===== src/rtl/mac_fixnbxn_acc.sv =====
// -----------------------------------------------------------------------------
// mac_fixnbxn_acc
// Multi-lane fixed-point multiply-accumulate. Each valid sample carries LANES
// operand pairs; their products are summed into one lane sum, which is
// accumulated across samples framed by in_first/in_last. The accumulator
// saturates, and a sticky flag records whether any clamp happened during the
// accumulation. The finished value is reported with a one-cycle out_valid
// pulse.
//
// Pipeline: S1 input register, S2 lane products, S3 lane sum, S4 accumulator.
//
// Ports
//   clock0    in   1             sole clock, rising edge
//   aclr0     in   1             asynchronous active-high reset
//   in_valid  in   1             sample qualifier
//   in_first  in   1             sample starts a new accumulation
//   in_last   in   1             sample ends the accumulation
//   dataa     in   LANES*DATA_W  lane i at bits [i*DATA_W +: DATA_W]
//   datab     in   LANES*DATA_W  same packing as dataa
//   result    out  ACC_W         accumulated dot product (held between pulses)
//   out_valid out  1             one-cycle pulse, result valid
//   out_sat   out  1             a clamp occurred in the reported accumulation
// -----------------------------------------------------------------------------
module mac_fixnbxn_acc #(
   parameter int DATA_W = 8,
   parameter int LANES  = 4,
   parameter int ACC_W  = 32,
   parameter int SIGNED = 1
) (
   input  logic                    clock0,
   input  logic                    aclr0,
   input  logic                    in_valid,
   input  logic                    in_first,
   input  logic                    in_last,
   input  logic [LANES*DATA_W-1:0] dataa,
   input  logic [LANES*DATA_W-1:0] datab,
   output logic [ACC_W-1:0]        result,
   output logic                    out_valid,
   output logic                    out_sat
);

   localparam int PROD_W = 2 * DATA_W;
   localparam int SUM_W  = PROD_W + $clog2(LANES);
   // Two guard bits: one for signed acc+sum, one more for unsigned acc+sum.
   localparam int EXT_W  = ACC_W + 2;

   // Product modulo 2^PROD_W; the true product always fits PROD_W bits in the
   // chosen signedness, so the low bits are exact.
   function automatic logic signed [PROD_W-1:0] lane_mul(
      input logic [DATA_W-1:0] a,
      input logic [DATA_W-1:0] b
   );
      logic                     sa, sb;
      logic signed [PROD_W-1:0] ea, eb;
      sa = (SIGNED != 0) & a[DATA_W-1];
      sb = (SIGNED != 0) & b[DATA_W-1];
      ea = {{DATA_W{sa}}, a};
      eb = {{DATA_W{sb}}, b};
      return ea * eb;
   endfunction

   function automatic logic signed [SUM_W-1:0] ext_prod(input logic [PROD_W-1:0] p);
      logic s;
      s = (SIGNED != 0) & p[PROD_W-1];
      return {{(SUM_W-PROD_W){s}}, p};
   endfunction

   function automatic logic signed [EXT_W-1:0] ext_sum(input logic [SUM_W-1:0] v);
      logic s;
      s = (SIGNED != 0) & v[SUM_W-1];
      return {{(EXT_W-SUM_W){s}}, v};
   endfunction

   function automatic logic signed [EXT_W-1:0] ext_acc(input logic [ACC_W-1:0] v);
      logic s;
      s = (SIGNED != 0) & v[ACC_W-1];
      return {{2{s}}, v};
   endfunction

   // Returns {clamped, value}.
   function automatic logic [ACC_W:0] saturate(input logic signed [EXT_W-1:0] t);
      logic signed [EXT_W-1:0] hi, lo;
      if (SIGNED != 0) begin
         hi = '0;
         hi[ACC_W-2:0] = '1;
         lo = '1;
         lo[ACC_W-2:0] = '0;
      end else begin
         hi = '0;
         hi[ACC_W-1:0] = '1;
         lo = '0;
      end
      if (t > hi)
         return {1'b1, hi[ACC_W-1:0]};
      else if (t < lo)
         return {1'b1, lo[ACC_W-1:0]};
      else
         return {1'b0, t[ACC_W-1:0]};
   endfunction

   // ---- S1: input register ----
   logic                    vld_p1, first_p1, last_p1;
   logic [LANES*DATA_W-1:0] a_p1, b_p1;

   // ---- S2: lane products ----
   logic                    vld_p2, first_p2, last_p2;
   logic [PROD_W-1:0]       prod_c  [LANES];
   logic [PROD_W-1:0]       prod_p2 [LANES];

   // ---- S3: lane sum ----
   logic                    vld_p3, first_p3, last_p3;
   logic signed [SUM_W-1:0] sum_c;
   logic [SUM_W-1:0]        sum_p3;

   // ---- S4: accumulator ----
   logic [ACC_W-1:0]        acc;
   logic                    sticky;
   logic signed [EXT_W-1:0] base_c, total_c;
   logic [ACC_W:0]          sat_res_c;
   logic [ACC_W-1:0]        acc_c;
   logic                    clamp_c, sticky_c;

   always_comb begin
      for (int i = 0; i < LANES; i++) begin
         prod_c[i] = lane_mul(a_p1[i*DATA_W +: DATA_W], b_p1[i*DATA_W +: DATA_W]);
      end
   end

   always_comb begin
      sum_c = '0;
      for (int i = 0; i < LANES; i++) begin
         sum_c = sum_c + ext_prod(prod_p2[i]);
      end
   end

   // A first sample restarts from zero, so it can never clamp on ACC_W >= SUM_W
   // and its sticky state is its own clamp status.
   always_comb begin
      base_c    = first_p3 ? '0 : ext_acc(acc);
      total_c   = base_c + ext_sum(sum_p3);
      sat_res_c = saturate(total_c);
      acc_c     = sat_res_c[ACC_W-1:0];
      clamp_c   = sat_res_c[ACC_W];
      sticky_c  = clamp_c | (~first_p3 & sticky);
   end

   // Datapath registers: no reset, their contents only matter under vld_pN.
   always_ff @(posedge clock0) begin
      a_p1    <= dataa;
      b_p1    <= datab;
      prod_p2 <= prod_c;
      sum_p3  <= sum_c;
   end

   always_ff @(posedge clock0 or posedge aclr0) begin
      if (aclr0) begin
         vld_p1    <= 1'b0;
         first_p1  <= 1'b0;
         last_p1   <= 1'b0;
         vld_p2    <= 1'b0;
         first_p2  <= 1'b0;
         last_p2   <= 1'b0;
         vld_p3    <= 1'b0;
         first_p3  <= 1'b0;
         last_p3   <= 1'b0;
         acc       <= '0;
         sticky    <= 1'b0;
         result    <= '0;
         out_valid <= 1'b0;
         out_sat   <= 1'b0;
      end else begin
         // ---- S1 ----
         vld_p1   <= in_valid;
         first_p1 <= in_valid & in_first;
         last_p1  <= in_valid & in_last;
         // ---- S2 ----
         vld_p2   <= vld_p1;
         first_p2 <= first_p1;
         last_p2  <= last_p1;
         // ---- S3 ----
         vld_p3   <= vld_p2;
         first_p3 <= first_p2;
         last_p3  <= last_p2;
         // ---- S4 ----
         if (vld_p3) begin
            acc    <= acc_c;
            sticky <= sticky_c;
         end
         out_valid <= vld_p3 & last_p3;
         if (vld_p3 & last_p3) begin
            result  <= acc_c;
            out_sat <= sticky_c;
         end
      end
   end

endmodule

===== config.mk =====
export PLATFORM = sky130hd
export DESIGN_NAME = mac_fixnbxn_acc
export DESIGN_NICKNAME = d
export VERILOG_FILES = /design/src/rtl/mac_fixnbxn_acc.sv
export SDC_FILE = /design/constraint.sdc
export NUM_CORES = 1
export LEC_CHECK = 0
export ABC_AREA = 1
export CAP_MARGIN = 40
export CELL_PAD_IN_SITES_DETAIL_PLACEMENT = 1
export CELL_PAD_IN_SITES_GLOBAL_PLACEMENT = 2
export CORE_UTILIZATION = 41
export CTS_CLUSTER_SIZE = 10
export DETAILED_ROUTE_END_ITERATION = 7
export PLACE_DENSITY = 0.86
export SYNTH_ARGS = -nofsm -noshare
export SYNTH_HDL_FRONTEND = slang
export SYNTH_SLANG_ARGS = --single-unit

===== constraint.sdc =====
create_clock -name clock0 -period 6.4 [get_ports clock0]
set_input_delay 1.6 -clock clock0 [delete_from_list [all_inputs] [get_ports clock0]]
set_output_delay 1.6 -clock clock0 [all_outputs]
set_load 0.03 [all_outputs]

==> results.toml <==
[setup_path]
r2r-end = "prod_p2[62]$_DFF_P_"
crit_fanout = 9
cp_top_family = "adder cells"
crit_path_start_kind = "flip-flop"
crit_arrival_ns = 4.97
ff2ff_path_depth = 17
worstSetupPathType = "reg2reg"
timing.reg2reg.setup_slack_ns = 1.89
r2r_start = "b_p1[7]$_DFF_P_"
crit_slowest_cell = "fa_1"
end_kind = "flip-flop"
crit_chain = "inv_1, or2_2, fa_1, inv_1, fa_1, fa_1, fa_1, ha_1, a21oi_1, o21ai_0, a21oi_1, nor2_1, nor2_1, nor2_1, nor2_1, o21ai_0, xor2_1"
max_stage_delay_ns = 0.53
critPathBufInv = 2
required_ns = 6.85

[clocking]
h-tree-depth = 1
clock_path_buffers = 3
post_cts_buffers = 0
numCtsBuffers = 30
insertion_delay_ns = 0.61
cts_hold_buf = 0
cts-root-buf = "clkbuf_16"
cts.sinks = 222
cts_resized = 0
path_clk_slew_ns = 0.06
cts_tree = "yes"

[worst_hold_path]
min_to = "vld_p3$_DFF_PP0_"
hold_depth = 0
hold_start = "vld_p2$_DFF_PP0_"
hold_class = "reg2reg"

[logic_synthesis]
synth_top_family_by_area = "adder cells"
syn_nets = 2957
synth_seq_cells = 222
synth_xor_area_share_pct = 4.57
synth_top_cell_by_area = "fa_1"
synth_top_area_share_pct = 25.5
async_flop_share_pct = 34.2
synth_fa_ha_area_share_pct = 35.9
synth-simple-area-share_pct = 18.4
synthCells = 2469
synth_ff_type = "dfxtp_1"
syn_area_um2 = 19900
synth_compound_area_share_pct = 4.31
yosysUniqueCellTypes = 39
yosysSeqAreaShare_pct = 24.2
synth.area.top_cells = "fa_1 (26%), dfxtp_1 (15%), nand2_1 (13%)"
synth_mux_area_share_pct = 0
syn_area_per_cell_um2 = 8.07
yosys_warnings = 0
synth_enable_flop_cells = 0

[drt]
final_antenna_net_count = 0
vias_per_cell = 4.78
dr.pass1.iters = 5
drt_iter0_markers = 633
via_count = 15116
drc = 0
drt_wl_total_um = 51000
wl_per_cell_um = 16.1

[sta]
final-setup-viol-count = 0
fin_setup_tns_ns = 0
min_period_ns = 4.51
hold_viol_final = 0
worst_pin_slew_ns = 0.872
slew-limit-headroom_pct = 41.7
finClkSkew_ns = 0.0451
rsz0062_at_grt = "no"
post-route-period-util_pct = 70.5
maxSlewViolCount = 0
fmax_mhz = 222

[floorplanning]
ioPinCount = 103
fp.coreArea_um2 = 47800
fp.dieW_um = 222
rows = 80
dieArea_um2 = 49500
fp.dieH_um = 222
start_util_pct = 41.6

[global_routing]
grt_usage_pct = 21.6
grt_pass1_wl_um = 86200
grt_max_degree = 37
antenna_found_initial = 0
grt_pass1_vias = 16990
overflow = 0

[cells_and_area]
area_delta_synth_final_pct = 12.5
multi_input_area_um2 = 12600
nets = 3013
nFillCells = 5774
drive_above_1_share_pct = 3.57
mostFrequentLayoutCell = "nand2_1"
layout_common_cells = "nand2_1 (705), inv_1 (568), fa_1 (254), ha_1 (165), dfxtp_1 (146)"
antenna_cells = 0
final-seq-area_um2 = 4830

[placed_design]
gp_congestion = 0.893
io_buffer_count = 102
hpwl_um = 41900

[job]
max_cap_violations = 0

[run_status]
status = "finished clean"
## worst max-delay path by stage
| stage | start | endpoint | slack, ns | depth (start not counted) |
|---|---|---|---|---|
| after floorplan | a_p1[2]$_DFF_P_ | prod_p2[62]$_DFF_P_ | 2.19 | 17 |
| after global placement | b_p1[7]$_DFF_P_ | prod_p2[62]$_DFF_P_ | 1.99 | 18 |
| after detailed placement | b_p1[7]$_DFF_P_ | prod_p2[62]$_DFF_P_ | 1.89 | 17 |
| after CTS | b_p1[7]$_DFF_P_ | prod_p2[62]$_DFF_P_ | 1.86 | 17 |
| after global routing | a_p1[1]$_DFF_P_ | prod_p2[62]$_DFF_P_ | 1.58 | 18 |
| final | b_p1[7]$_DFF_P_ | prod_p2[62]$_DFF_P_ | 1.89 | 17 |
## area by class of cell
cell class / count / area share, %
multi-input combinational: 1593 / 56.1
clock buffer: 43 / 3.75
tap: 615 / 3.43
sequential: 222 / 21.5
inverter: 570 / 9.55
clock inverter: 10 / 0.809
timing repair buffer: 108 / 4.81
## cells by family (layout without fill, tap and decap cells)
| family | after synthesis | in the layout |
|---|---|---|
| adder cells (fa/ha/maj) | 419 | 419 |
| buffers and inverters | 654 | 731 |
| AND/OR/NAND/NOR | 918 | 918 |
| XOR/XNOR | 104 | 104 |
| flip-flops | 222 | 222 |
| AO/OA/AOI/OAI | 152 | 152 |
## cell usage after synthesis, types with 3 or more instances
cell,count
a21oi_1,87
nand4_1,4
nand2_2,10
a31oi_1,3
o2111ai_1,4
a211oi_1,3
nand3_1,48
or2_2,24
xor2_1,63
dfrtp_1,76
nor4_1,4
nor2_1,103
o211ai_1,3
o21ai_0,28
clkbuf_1,71
nor2_2,3
dfxtp_1,146
nand2_1,705
buf_4,4
buf_6,6
inv_1,569
o21bai_1,13
xnor2_1,41
fa_1,254
a21o_1,5
ha_1,165
buf_2,3
nor3_1,10
## stage by stage
stage	cells	worst slack (ns)	hold WS, ns	cell area, um2	util, %
after floorplan	2469	2.19	0.331	19900	-
after global placement	3107	1.99	0.333	21400	44.7
after detailed placement	3108	1.89	0.336	21400	44.7
after CTS	3161	1.86	0.349	22400	46.8
after global routing	3161	1.58	0.352	22400	46.8
final	3161	1.89	0.349	22400	46.8
## per-layer routing
| layer | track usage [%] | vias up | part of all wire (%) |
|---|---|---|---|
| met2 | 40.4 | 146 | 52 |
| li1 | - | 7353 | - |
| met3 | 2.14 | 65 | 1.9 |
| met5 | 0 | - | 0 |
| met4 | 5.96 | 0 | 2.8 |
| met1 | 26.3 | 7552 | 43 |
## state kept, by name (all words and copies together), names as in the netlist
signal / cells
a_p1: 32
b_p1: 32
last_p2: 1
acc: 32
out_sat: 1
vld_p2: 1
last_p3: 1
first_p1: 1
first_p2: 1
out_valid: 1
prod_p2: 64
vld_p3: 1
sum_p3: 18
first_p3: 1
result: 32
last_p1: 1
vld_p1: 1
sticky: 1
Power is left out: the tool's default activity adds up to more than one toggle a clock period on the data nets, which glitch-free logic cannot reach.
